===== src/rtl/s2a_sample_packer.sv =====
// Decimates 12-bit I/Q sample pairs and packs the kept samples into 32-bit
// stream buffer words, with a one-cycle write strobe and optional fixed-length capture.
module s2a_sample_packer #(
  parameter int DW = 12,
  parameter int CW = 32
) (
  input  logic          Sclk,
  input  logic          rst,
  input  logic          sync,
  input  logic          enable,
  input  logic          mode,
  input  logic [7:0]    decim,
  input  logic [CW-1:0] len,
  input  logic          din_valid,
  input  logic [DW-1:0] din_i,
  input  logic [DW-1:0] din_q,
  output logic          Ien,
  output logic [31:0]   Idata,
  output logic [CW-1:0] word_cnt,
  output logic          busy,
  output logic          done
);

  typedef enum logic [1:0] {
    IDLE = 2'd0,
    RUN  = 2'd1,
    DONE = 2'd2
  } state_t;

  state_t        r_state;
  logic          r_ien;
  logic [31:0]   r_idata;
  logic [CW-1:0] r_word_cnt;
  logic [7:0]    r_dcnt;
  logic          r_half;
  logic [15:0]   r_lo;
  logic          r_mode;
  logic [7:0]    r_decim;
  logic [CW-1:0] r_len;

  logic [7:0]    w_i8;
  logic [7:0]    w_q8;
  logic [15:0]   w_i16;
  logic [15:0]   w_q16;
  logic          w_acc;
  logic          w_keep;
  logic          w_wr;
  logic [CW-1:0] w_cnt_nx;
  logic          w_last;

  // Samples are left-justified into 16-bit lanes; byte mode keeps the top 8 bits.
  assign w_i8     = din_i[DW-1:DW-8];
  assign w_q8     = din_q[DW-1:DW-8];
  assign w_i16    = 16'(din_i) << (16 - DW);
  assign w_q16    = 16'(din_q) << (16 - DW);
  assign w_acc    = (r_state == RUN) && din_valid;
  assign w_keep   = w_acc && (r_dcnt == 8'd0);
  assign w_wr     = w_keep && (!r_mode || r_half);
  assign w_cnt_nx = r_word_cnt + CW'(1);
  assign w_last   = w_wr && (r_len != '0) && (w_cnt_nx == r_len);

  always_ff @(posedge Sclk or posedge rst) begin
    if (rst) begin
      r_state    <= IDLE;
      r_ien      <= 1'b0;
      r_idata    <= '0;
      r_word_cnt <= '0;
      r_dcnt     <= '0;
      r_half     <= 1'b0;
      r_lo       <= '0;
      r_mode     <= 1'b0;
      r_decim    <= '0;
      r_len      <= '0;
    end else if (sync) begin
      r_state    <= IDLE;
      r_ien      <= 1'b0;
      r_word_cnt <= '0;
      r_dcnt     <= '0;
      r_half     <= 1'b0;
      r_lo       <= '0;
      r_mode     <= 1'b0;
      r_decim    <= '0;
      r_len      <= '0;
    end else begin
      r_ien <= 1'b0;
      unique case (r_state)
        IDLE: begin
          if (enable) begin
            r_state    <= RUN;
            r_mode     <= mode;
            r_decim    <= decim;
            r_len      <= len;
            r_dcnt     <= '0;
            r_half     <= 1'b0;
            r_word_cnt <= '0;
          end
        end
        RUN: begin
          if (w_acc) begin
            r_dcnt <= (r_dcnt == r_decim) ? 8'd0 : r_dcnt + 8'd1;
          end
          if (w_keep) begin
            if (!r_mode) begin
              r_idata <= {w_q16, w_i16};
            end else if (!r_half) begin
              r_lo   <= {w_q8, w_i8};
              r_half <= 1'b1;
            end else begin
              r_idata <= {w_q8, w_i8, r_lo};
              r_half  <= 1'b0;
            end
          end
          if (w_wr) begin
            r_ien      <= 1'b1;
            r_word_cnt <= w_cnt_nx;
          end
          // A word completing on the exit edge is still written; a lone half is dropped.
          if (!enable) begin
            r_state <= IDLE;
            r_half  <= 1'b0;
          end else if (w_last) begin
            r_state <= DONE;
          end
        end
        DONE: begin
          if (!enable) begin
            r_state <= IDLE;
          end
        end
        default: r_state <= IDLE;
      endcase
    end
  end

  assign Ien      = r_ien;
  assign Idata    = r_idata;
  assign word_cnt = r_word_cnt;
  assign busy     = (r_state == RUN);
  assign done     = (r_state == DONE);

endmodule


===== config.mk =====
export PLATFORM = sky130hd
export DESIGN_NAME = s2a_sample_packer
export DESIGN_NICKNAME = d
export VERILOG_FILES = /design/src/rtl/s2a_sample_packer.sv
export SDC_FILE = /design/constraint.sdc
export NUM_CORES = 1
export LEC_CHECK = 0
export BUFFER_PORTS_ARGS = -buffer_cell sky130_fd_sc_hd__clkbuf_2
export CAP_MARGIN = 20
export CORE_AREA = 2 2 115 117
export DETAILED_ROUTE_END_ITERATION = 7
export DIE_AREA = 0 0 117 119
export GPL_ROUTABILITY_DRIVEN = 0
export PLACE_DENSITY_LB_ADDON = 0.3
export SLEW_MARGIN = 20
export SYNTH_ARGS = -nofsm -noshare
export SYNTH_HDL_FRONTEND = slang
export SYNTH_SLANG_ARGS = --single-unit

===== constraint.sdc =====
create_clock -name Sclk -period 9 [get_ports Sclk]
set_input_delay 0.9 -clock Sclk [delete_from_list [all_inputs] [get_ports Sclk]]
set_output_delay 0.9 -clock Sclk [all_outputs]
set_load 0.005 [all_outputs]

==> flow_metrics.tcl, run 1 <==
set metrics [dict create \
    run_status "finished, final reports clean" \
    drive_above_1_share_pct 20.9 \
    period_needed_ns 3.35 \
    drv_slew 0 \
    grt_use_total_pct 30.6 \
    arrival_ns 3.69 \
    hold_buffers 0 \
    skew_ns 0.00666 \
    finalWirelength_um 20100 \
    finalNonFillerCells 1153 \
    worstPathRequired_ns 9.34 \
    ir_drop_mv 0.137 \
    initial_utilization_pct 57.6 \
    cts_inserted_buffers 17 \
    io_buffers 136 \
    critical_path_class "reg -> reg" \
    cp_top_family "simple AND/OR/NAND/NOR gates" \
    p_comb_share_pct 12.0 \
    rows 42 \
    placed_cells 1121 \
    drtIter0Drc 794 \
    num-nets-final 1038 \
    clkLatencyLatePin_ns 0.43 \
    min_path_type "reg -> reg" \
    seq_area_frac_synth_pct 44.9 \
    viasPerCell 6.08 \
    p_per_area_nw_per_um2 182 \
    dp.final_hpwl_um 14000 \
    seqPwrFrac_pct 42.1 \
    area_growth_pct 18.8 \
    ys_ff_latch 133 \
    timing.fmax_mhz 299 \
    vias 7013 \
    grt_pass1_vias 6640 \
    cap_violations 0 \
    cp_max_fo 18 \
    cp_slowest_cell "nor4_4" \
    cts_resized 0 \
    post-route-util_pct 68.4 \
    synthFlopType "dfrtp_1" \
    ys_types 65 \
    die_area_um2 13900 \
    cts_setup_buffers 0 \
    worst_pin_slew_ns 1.09 \
    num-fill-cells 1049 \
    synthArstFlopShare_pct 100 \
    grt_pass1_wl_um 33400 \
    die_h_um 119 \
    drc 0 \
    wl_per_cell_um 17.4 \
    cp_slowest_stage_delay_ns 0.69 \
    cts_tree "done" \
    cts_buffer_depth 2 \
    core-area_um2 12900 \
    die_x_um 117 \
    leakage_nw 3.94 \
    rsz0062_at_grt "false" \
    finalCritPeriodShare_pct 37.2 \
    synthCells 858 \
    final_cell_mix "nand2_1, clkbuf_2, dfrtp_1" \
    cts.clk_slew.worst_paths_ns 0.06 \
    netlist_area_um2 7410 \
    antenna_found_initial 0 \
    tns_ns 0 \
    synth_edf_count 0 \
    ctsRootBufferMaster "clkbuf_16" \
    grt_remaining_overflow 0 \
    finalSetupViolCount 0 \
    finalHoldViolCount 0 \
    mostFrequentLayoutCell "nand2_1" \
    clockPowerShare_pct 45.9 \
    hold_ws_ns 0.499 \
    grt_max_degree 81 \
    finalPower_mw 1.60 \
    worstPathCellList "ha_1 -> nand3_2 -> nor4_4 -> nand3_2 -> o311ai_1 -> a31oi_1 -> or4b_1 -> o31ai_2" \
    relSlewSlack_pct 27.3 \
    cp-start-kind "flip-flop" \
    h-tree-depth 4 \
    numClockSinks 133 \
    syn_nets 931 \
    avgSynthCellArea_um2 8.64 \
    yosys_warnings 0 \
    p_switching_mw 0.406 \
    n_antenna_cell 0 \
    dr.pass1.iters 8 \
    ant_nets 0 \
    timing.critical_path.mode_cell "nand3_2" \
    io_pins 137 \
    internal-power_mw 1.20 \
    p_sw_share_pct 25.3 \
    cp-end-kind "flip-flop" \
    path_buf_inv 0 \
]
==> tightest hold or removal path, stage by stage, from the launching register on <==
cell and delay [ns]:
dfrtp_1 0.34, nand3_1 0.07, nand2_1 0.07
==> cell usage after synthesis (all sizes together) (3+ instances only) <==
library cell / instances / area (um2)
a21oi: 90 / 450
xor2: 24 / 210
nand2: 145 / 544
nor2b: 8 / 50.1
or4: 4 / 30.0
o31ai: 15 / 118
o2111ai: 3 / 26.3
nand2b: 9 / 56.3
a31oi: 9 / 56.3
mux2: 9 / 101
and3: 11 / 68.8
or3: 3 / 18.8
xnor2: 30 / 263
mux2i: 16 / 160
nor3: 12 / 60.1
o21ai: 86 / 430
nand3: 34 / 185
dfrtp: 133 / 3330
nor2: 58 / 220
nor4: 19 / 155
inv: 10 / 37.5
clkbuf: 48 / 184
nor4b: 3 / 26.3
and2: 5 / 31.3
nand4: 23 / 165
ha: 3 / 37.5
buf: 8 / 42.5
o41ai: 7 / 61.3
and4: 4 / 36.3
==> registers in the layout, summed over array words and instances (netlist names) <==
| signal | flops |
|---|---|
| r_decim | 8 |
| r_half | 1 |
| word_cnt | 32 |
| r_len | 32 |
| r_dcnt | 8 |
| Idata | 32 |
| r_lo | 16 |
| Ien | 1 |
| r_state | 2 |
| r_mode | 1 |
==> stage by stage <==
| stage | area [um2] | setup WS (ns) |
|---|---|---|
| 2_1_floorplan | 7410 | 4.55 |
| 3_5_place_dp | 8150 | 5.40 |
| 6_report | 8800 | 5.65 |
| 3_3_place_gp | 8150 | 5.44 |
| 4_1_cts | 8770 | 5.74 |
| 5_1_grt | 8800 | 5.31 |
==> cell type report <==
class | count | area (um2) | share of cell area [%]
clock inverters | 12 | 179 | 2.03
well taps | 176 | 220 | 2.50
inverters | 10 | 40.0 | 0.455
repair buffers | 144 | 761 | 8.64
clock buffers | 19 | 443 | 5.03
flip-flops and latches | 133 | 3330 | 37.8
multi-input cells | 659 | 3830 | 43.5
==> cell families after synthesis <==
logic type | Yosys count | synth area share [%]
compound gates | 232 | 18.1
xor+xnor | 54 | 6.38
fa+ha+maj | 3 | 0.507
buf+inv | 66 | 3.56
flops | 133 | 44.9
mux | 25 | 3.53
simple gates | 345 | 23.0
==> path summary, 6_finish.rpt <==
path                         endpoint   startpoint  cells after the start  slack (ns)
setup / recovery           r_state[1]  word_cnt[0]                      8        5.65
hold / removal               Idata[0]      r_lo[0]                      2        0.50
setup reg to reg           r_state[1]  word_cnt[0]                      8        5.65
hold reg to reg              Idata[0]      r_lo[0]                      2        0.50
max in group asynchronous   r_len[25]          rst                      4        7.27
min in group asynchronous   Idata[25]          rst                      2        0.56
==> metal layers <==
metal / vias up / global-route usage (%) / routed length [um]
li1: 3278 / - / -
met1: 3370 / 42.2 / 8290
met2: 310 / 46.6 / 9460
met3: 55 / 7.43 / 1710
met4: 0 / 11.8 / 629
met5: - / 0 / 0
==> power groups by stage <==
stage	logic, mW	registers [mW]	clock network (mW)
2_1_floorplan	0.109	0.679	0
3_3_place_gp	0.186	0.682	0
3_5_place_dp	0.191	0.682	0
4_1_cts	0.191	0.673	0.743
5_1_grt	0.215	0.679	0.768
6_report	0.192	0.674	0.736
No activity file was read; power rests on OpenSTA's default activity.
==> run 2, diff against run 1 <==
CORE_AREA = 2 2 124 126   (was 2 2 115 117)
DIE_AREA = 0 0 126 128   (was 0 0 117 119)
clock period = 3 ns   (was 9 ns; I/O delays follow)
==> flow_metrics.tcl, run 2 (same netlist as run 1, synthesis figures left out) <==
set metrics [dict create \
    tns_ns 0 \
    mostFrequentLayoutCell "nand2_1" \
    worstPathRequired_ns 3.29 \
    num-fill-cells 1370 \
    cts_buffer_depth 2 \
    drc 0 \
    h-tree-depth 4 \
    run_status "finished, final reports clean" \
    finalHoldViolCount 0 \
    io_pins 137 \
    grt_pass1_wl_um 35200 \
    finalCritPeriodShare_pct 93.9 \
    viasPerCell 5.84 \
    grt_remaining_overflow 0 \
    leakage_nw 4.07 \
    dr.pass1.iters 5 \
    dp.final_hpwl_um 15300 \
    worst_hold_path.endpoint "r_decim[7]" \
    worstHoldStart "decim[7]" \
    num-nets-final 1069 \
    finalSetupViolCount 0 \
    initial_utilization_pct 49.9 \
    cts_inserted_buffers 17 \
    finalWirelength_um 21300 \
    rsz0062_at_grt "false" \
    hold_ws_ns 0.0879 \
    fin_area_um2 9020 \
    drive_above_1_share_pct 23.6 \
    finalPower_mw 4.61 \
    ir_drop_mv 0.401 \
    r2r-end "r_state[0]" \
    placed_cell_area_um2 8410 \
    drv_slew 0 \
    die_h_um 128 \
    numClockSinks 133 \
    antenna_found_initial 0 \
    grt_pass1_vias 6931 \
    cp-start-kind "flip-flop" \
    io_buffers 136 \
    hold_depth 3 \
    r2r-start "word_cnt[1]" \
    cap_violations 0 \
    skew_ns 0.00780 \
    area_growth_pct 21.7 \
    post-route-util_pct 60.7 \
    clkLatencyLatePin_ns 0.42 \
    core-area_um2 14900 \
    rows 45 \
    wl_per_cell_um 17.8 \
    cts.clk_slew.worst_paths_ns 0.06 \
    p_per_area_nw_per_um2 511 \
    n_antenna_cell 0 \
    min_path_type "in -> reg" \
    die_x_um 126 \
    worst_pin_slew_ns 0.691 \
    arrival_ns 3.11 \
    vias 6994 \
    drtIter0Drc 521 \
    r2r_setup_slack_ns 0.18 \
    cp-end-kind "flip-flop" \
    die_area_um2 16100 \
    grt_max_degree 80 \
    critical_path_class "reg -> reg" \
    grt_use_total_pct 27.3 \
    ctsRootBufferMaster "clkbuf_16" \
    cp_max_fo 7 \
    cts_tree "done" \
    timing.fmax_mhz 355 \
    relSlewSlack_pct 53.6 \
    final_cell_mix "nand2_1, clkbuf_2, dfrtp_1" \
    ant_nets 0 \
    period_needed_ns 2.82 \
    worst-r2r-cell-count 8 \
]
==> run 2: cell type report <==
cell class	count	area, um2	area share (%)
repair buffers	175	988	11.0
flip-flops and latches	133	3330	36.9
clock inverters	11	98.8	1.10
well taps	188	235	2.61
inverters	10	41.3	0.458
multi-input cells	659	3850	42.7
clock buffers	21	470	5.22
==> run 2: repair_timing <==
item,4_1_cts,5_1_grt
endpoints found under the hold margin,21,0
gates resized for setup,0,3
hold buffers,1,0
endpoints found under the setup margin,0,1
buffers inserted,0,1
==> run 2: through the flow <==
step                      setup WS [ns]  instances
final                             0.183       1197
after global routing            0.00444       1197
after CTS                         0.154       1196
after detailed placement          0.165       1163
after global placement            0.246       1163
after floorplan                   0.316        858
==> run 2: worst max path at each step <==
stage / from / end / slack [ns] / depth (start not counted)
floorplan: word_cnt[0] / r_state[1] / 0.32 / 8
global placement: word_cnt[3] / r_state[0] / 0.25 / 7
detailed placement: word_cnt[1] / r_state[1] / 0.16 / 8
CTS: word_cnt[11] / r_state[0] / 0.15 / 7
global route: word_cnt[1] / r_state[0] / 0.004 / 8
finish: word_cnt[1] / r_state[0] / 0.18 / 8
==> run 2: layer usage <==
metal,GRT usage (%),share of wire [%]
met5,0,0
met4,10.1,2.3
met3,8.26,7.4
met2,43.8,48
met1,35.1,42
==> run 2: power breakdown <==
group / internal, mW / switching [mW] / total, mW / leakage [nW]
clock network: 1.20 / 0.790 / 1.99 / 0.276
logic: 0.266 / 0.329 / 0.595 / 2.02
registers: 1.92 / 0.0955 / 2.02 / 1.78
total: 3.39 / 1.21 / 4.61 / 4.07
==> run 2: worst max-delay path: stages (launching register included) <==
cell	delay, ns
dfrtp_1	0.45
ha_1	0.28
nand3_2	0.18
or4_1	0.65
nor3_1	0.28
a31oi_1	0.06
or4_1	0.43
nor4_1	0.27
a21oi_1	0.10
==> run 3, diff against run 2 <==
RECOVER_POWER = 100   (was default)
==> flow_metrics.tcl, run 3 (same netlist as run 1, synthesis figures left out) <==
set metrics [dict create \
    dr.pass1.iters 6 \
    tns_ns 0 \
    die_h_um 128 \
    seqPwrFrac_pct 44.0 \
    cp-start-kind "flip-flop" \
    rows 45 \
    antenna_found_initial 0 \
    fin_area_um2 8890 \
    initial_utilization_pct 49.9 \
    path_buf_inv 3 \
    cts.clk_slew.worst_paths_ns 0.06 \
    num-nets-final 1069 \
    skew_ns 0.00878 \
    worstPathCellList "inv_1 -> ha_1 -> nor4bb_1 -> o2111ai_1 -> a21oi_1 -> clkbuf_1 -> o21ai_0 -> clkbuf_2 -> nor4_1 -> a21o_1" \
    post-route-util_pct 59.8 \
    critPathLaunch "r_dcnt[0]" \
    grt_pass1_wl_um 35200 \
    timing.fmax_mhz 349 \
    cap_violations 1 \
    cp_top_family "simple AND/OR/NAND/NOR gates" \
    finalCritPeriodShare_pct 95.4 \
    cp_slowest_cell "nor4bb_1" \
    worst_pin_slew_ns 1.55 \
    n_antenna_cell 0 \
    worstPathRequired_ns 3.36 \
    worstHoldStart "decim[7]" \
    p_per_area_nw_per_um2 516 \
    p_switching_mw 1.22 \
    violations "capacitance limit, slew limit" \
    rsz0062_at_grt "false" \
    p_sw_share_pct 26.5 \
    cts_tree "done" \
    min_path_type "in -> reg" \
    die_area_um2 16100 \
    finalHoldViolCount 0 \
    finalWirelength_um 21400 \
    dp.final_hpwl_um 15300 \
    h-tree-depth 4 \
    hold_ws_ns 0.0875 \
    placed_cell_area_um2 8410 \
    run_status "finished, violations left" \
    drive_above_1_share_pct 18.9 \
    grt_remaining_overflow 0 \
    cp-end-kind "flip-flop" \
    final_cell_mix "nand2_1, dfrtp_1, clkbuf_2" \
    mostFrequentLayoutCell "nand2_1" \
    clockPowerShare_pct 43.6 \
    cp_max_fo 18 \
    clkLatencyLatePin_ns 0.42 \
    p_comb_share_pct 12.5 \
    io_pins 137 \
    cts_inserted_buffers 17 \
    arrival_ns 3.22 \
    grt_pass1_vias 6931 \
    drtIter0Drc 490 \
    period_needed_ns 2.86 \
    io_buffers 136 \
    leakage_nw 3.91 \
    grt_use_total_pct 27.3 \
    cp_slowest_stage_delay_ns 0.47 \
    vias 7033 \
    viasPerCell 5.88 \
    die_x_um 126 \
    relSlewSlack_pct -3.67 \
    regArea_um2 3330 \
    cts_buffer_depth 2 \
    drc 0 \
    ctsRootBufferMaster "clkbuf_16" \
    ir_drop_mv 0.397 \
    core-area_um2 14900 \
    num-fill-cells 1401 \
    wl_per_cell_um 17.9 \
    grt_max_degree 80 \
    drv_slew 21 \
    numClockSinks 133 \
    area_growth_pct 20.0 \
    finalSetupViolCount 0 \
    ant_nets 0 \
    critical_path_class "reg -> reg" \
    multi_input_area_um2 3840 \
    r2r-start "r_dcnt[0]" \
    internal-power_mw 3.37 \
]
-- run 3: changes by cell type in the layout (fill, tap and decap cells not counted), sizes merged --
cell	before	now
clkbuf	157	173
buf	38	22
-- run 3: metal layers --
layer,GRT usage (%),routed length (um),part of all wire [%],vias up
met1,35.1,8960,42,3389
met4,10.1,467,2.2,0
met2,43.8,10400,49,267
met5,0,0,0,-
met3,8.26,1590,7.4,35
li1,-,-,-,3342
-- run 3: through the flow --
stage / total power, mW / instances / worst slack [ns]
detailed placement: 2.64 / 1163 / 0.165
global placement: 2.63 / 1163 / 0.246
CTS: 4.65 / 1196 / 0.154
floorplan: 2.37 / 858 / 0.316
finish: 4.59 / 1197 / 0.137
global route: 4.79 / 1197 / 0.00360
-- run 3: area by class of cell --
class,instances,share of cell area (%)
Sequential cell,133,37.4
Tap cell,188,2.65
Clock inverter,11,1.11
Timing Repair Buffer,175,9.89
Inverter,10,0.436
Multi-Input combinational cell,659,43.2
Clock buffer,21,5.29
-- run 3: worst reg2reg max path: stages, from the launching register on --
cell and delay, ns:
dfrtp_1 0.44, inv_1 0.09, ha_1 0.13, nor4bb_1 0.47, o2111ai_1 0.24, a21oi_1 0.25, clkbuf_1 0.16, o21ai_0 0.08
clkbuf_2 0.35, nor4_1 0.47, a21o_1 0.13
-- run 3: repair_timing --
item	4_1_cts	5_1_grt
endpoints found under the setup margin	0	1
hold buffers	1	0
hold endpoints to repair	21	0
resized for setup	0	3
buffers inserted	0	1
-- run 3: worst paths after layout --
kind | slack [ns] | cells past startpoint | to
setup reg to reg | 0.14 | 10 | word_cnt[27]
hold reg to reg | 0.50 | 2 | Idata[2]
hold / removal | 0.09 | 3 | r_decim[7]
setup / recovery | 0.14 | 10 | word_cnt[27]
min in group asynchronous | 0.65 | 3 | Idata[8]
max in group asynchronous | 0.65 | 4 | r_len[8]
-- run 3: power by group through the flow --
stage / combinational [mW] / sequential, mW / clock, mW
after global placement: 0.589 / 2.04 / 0
after CTS: 0.600 / 2.02 / 2.03
after floorplan: 0.328 / 2.04 / 0
final: 0.573 / 2.02 / 2.00
after detailed placement: 0.599 / 2.04 / 0
after global routing: 0.645 / 2.03 / 2.11
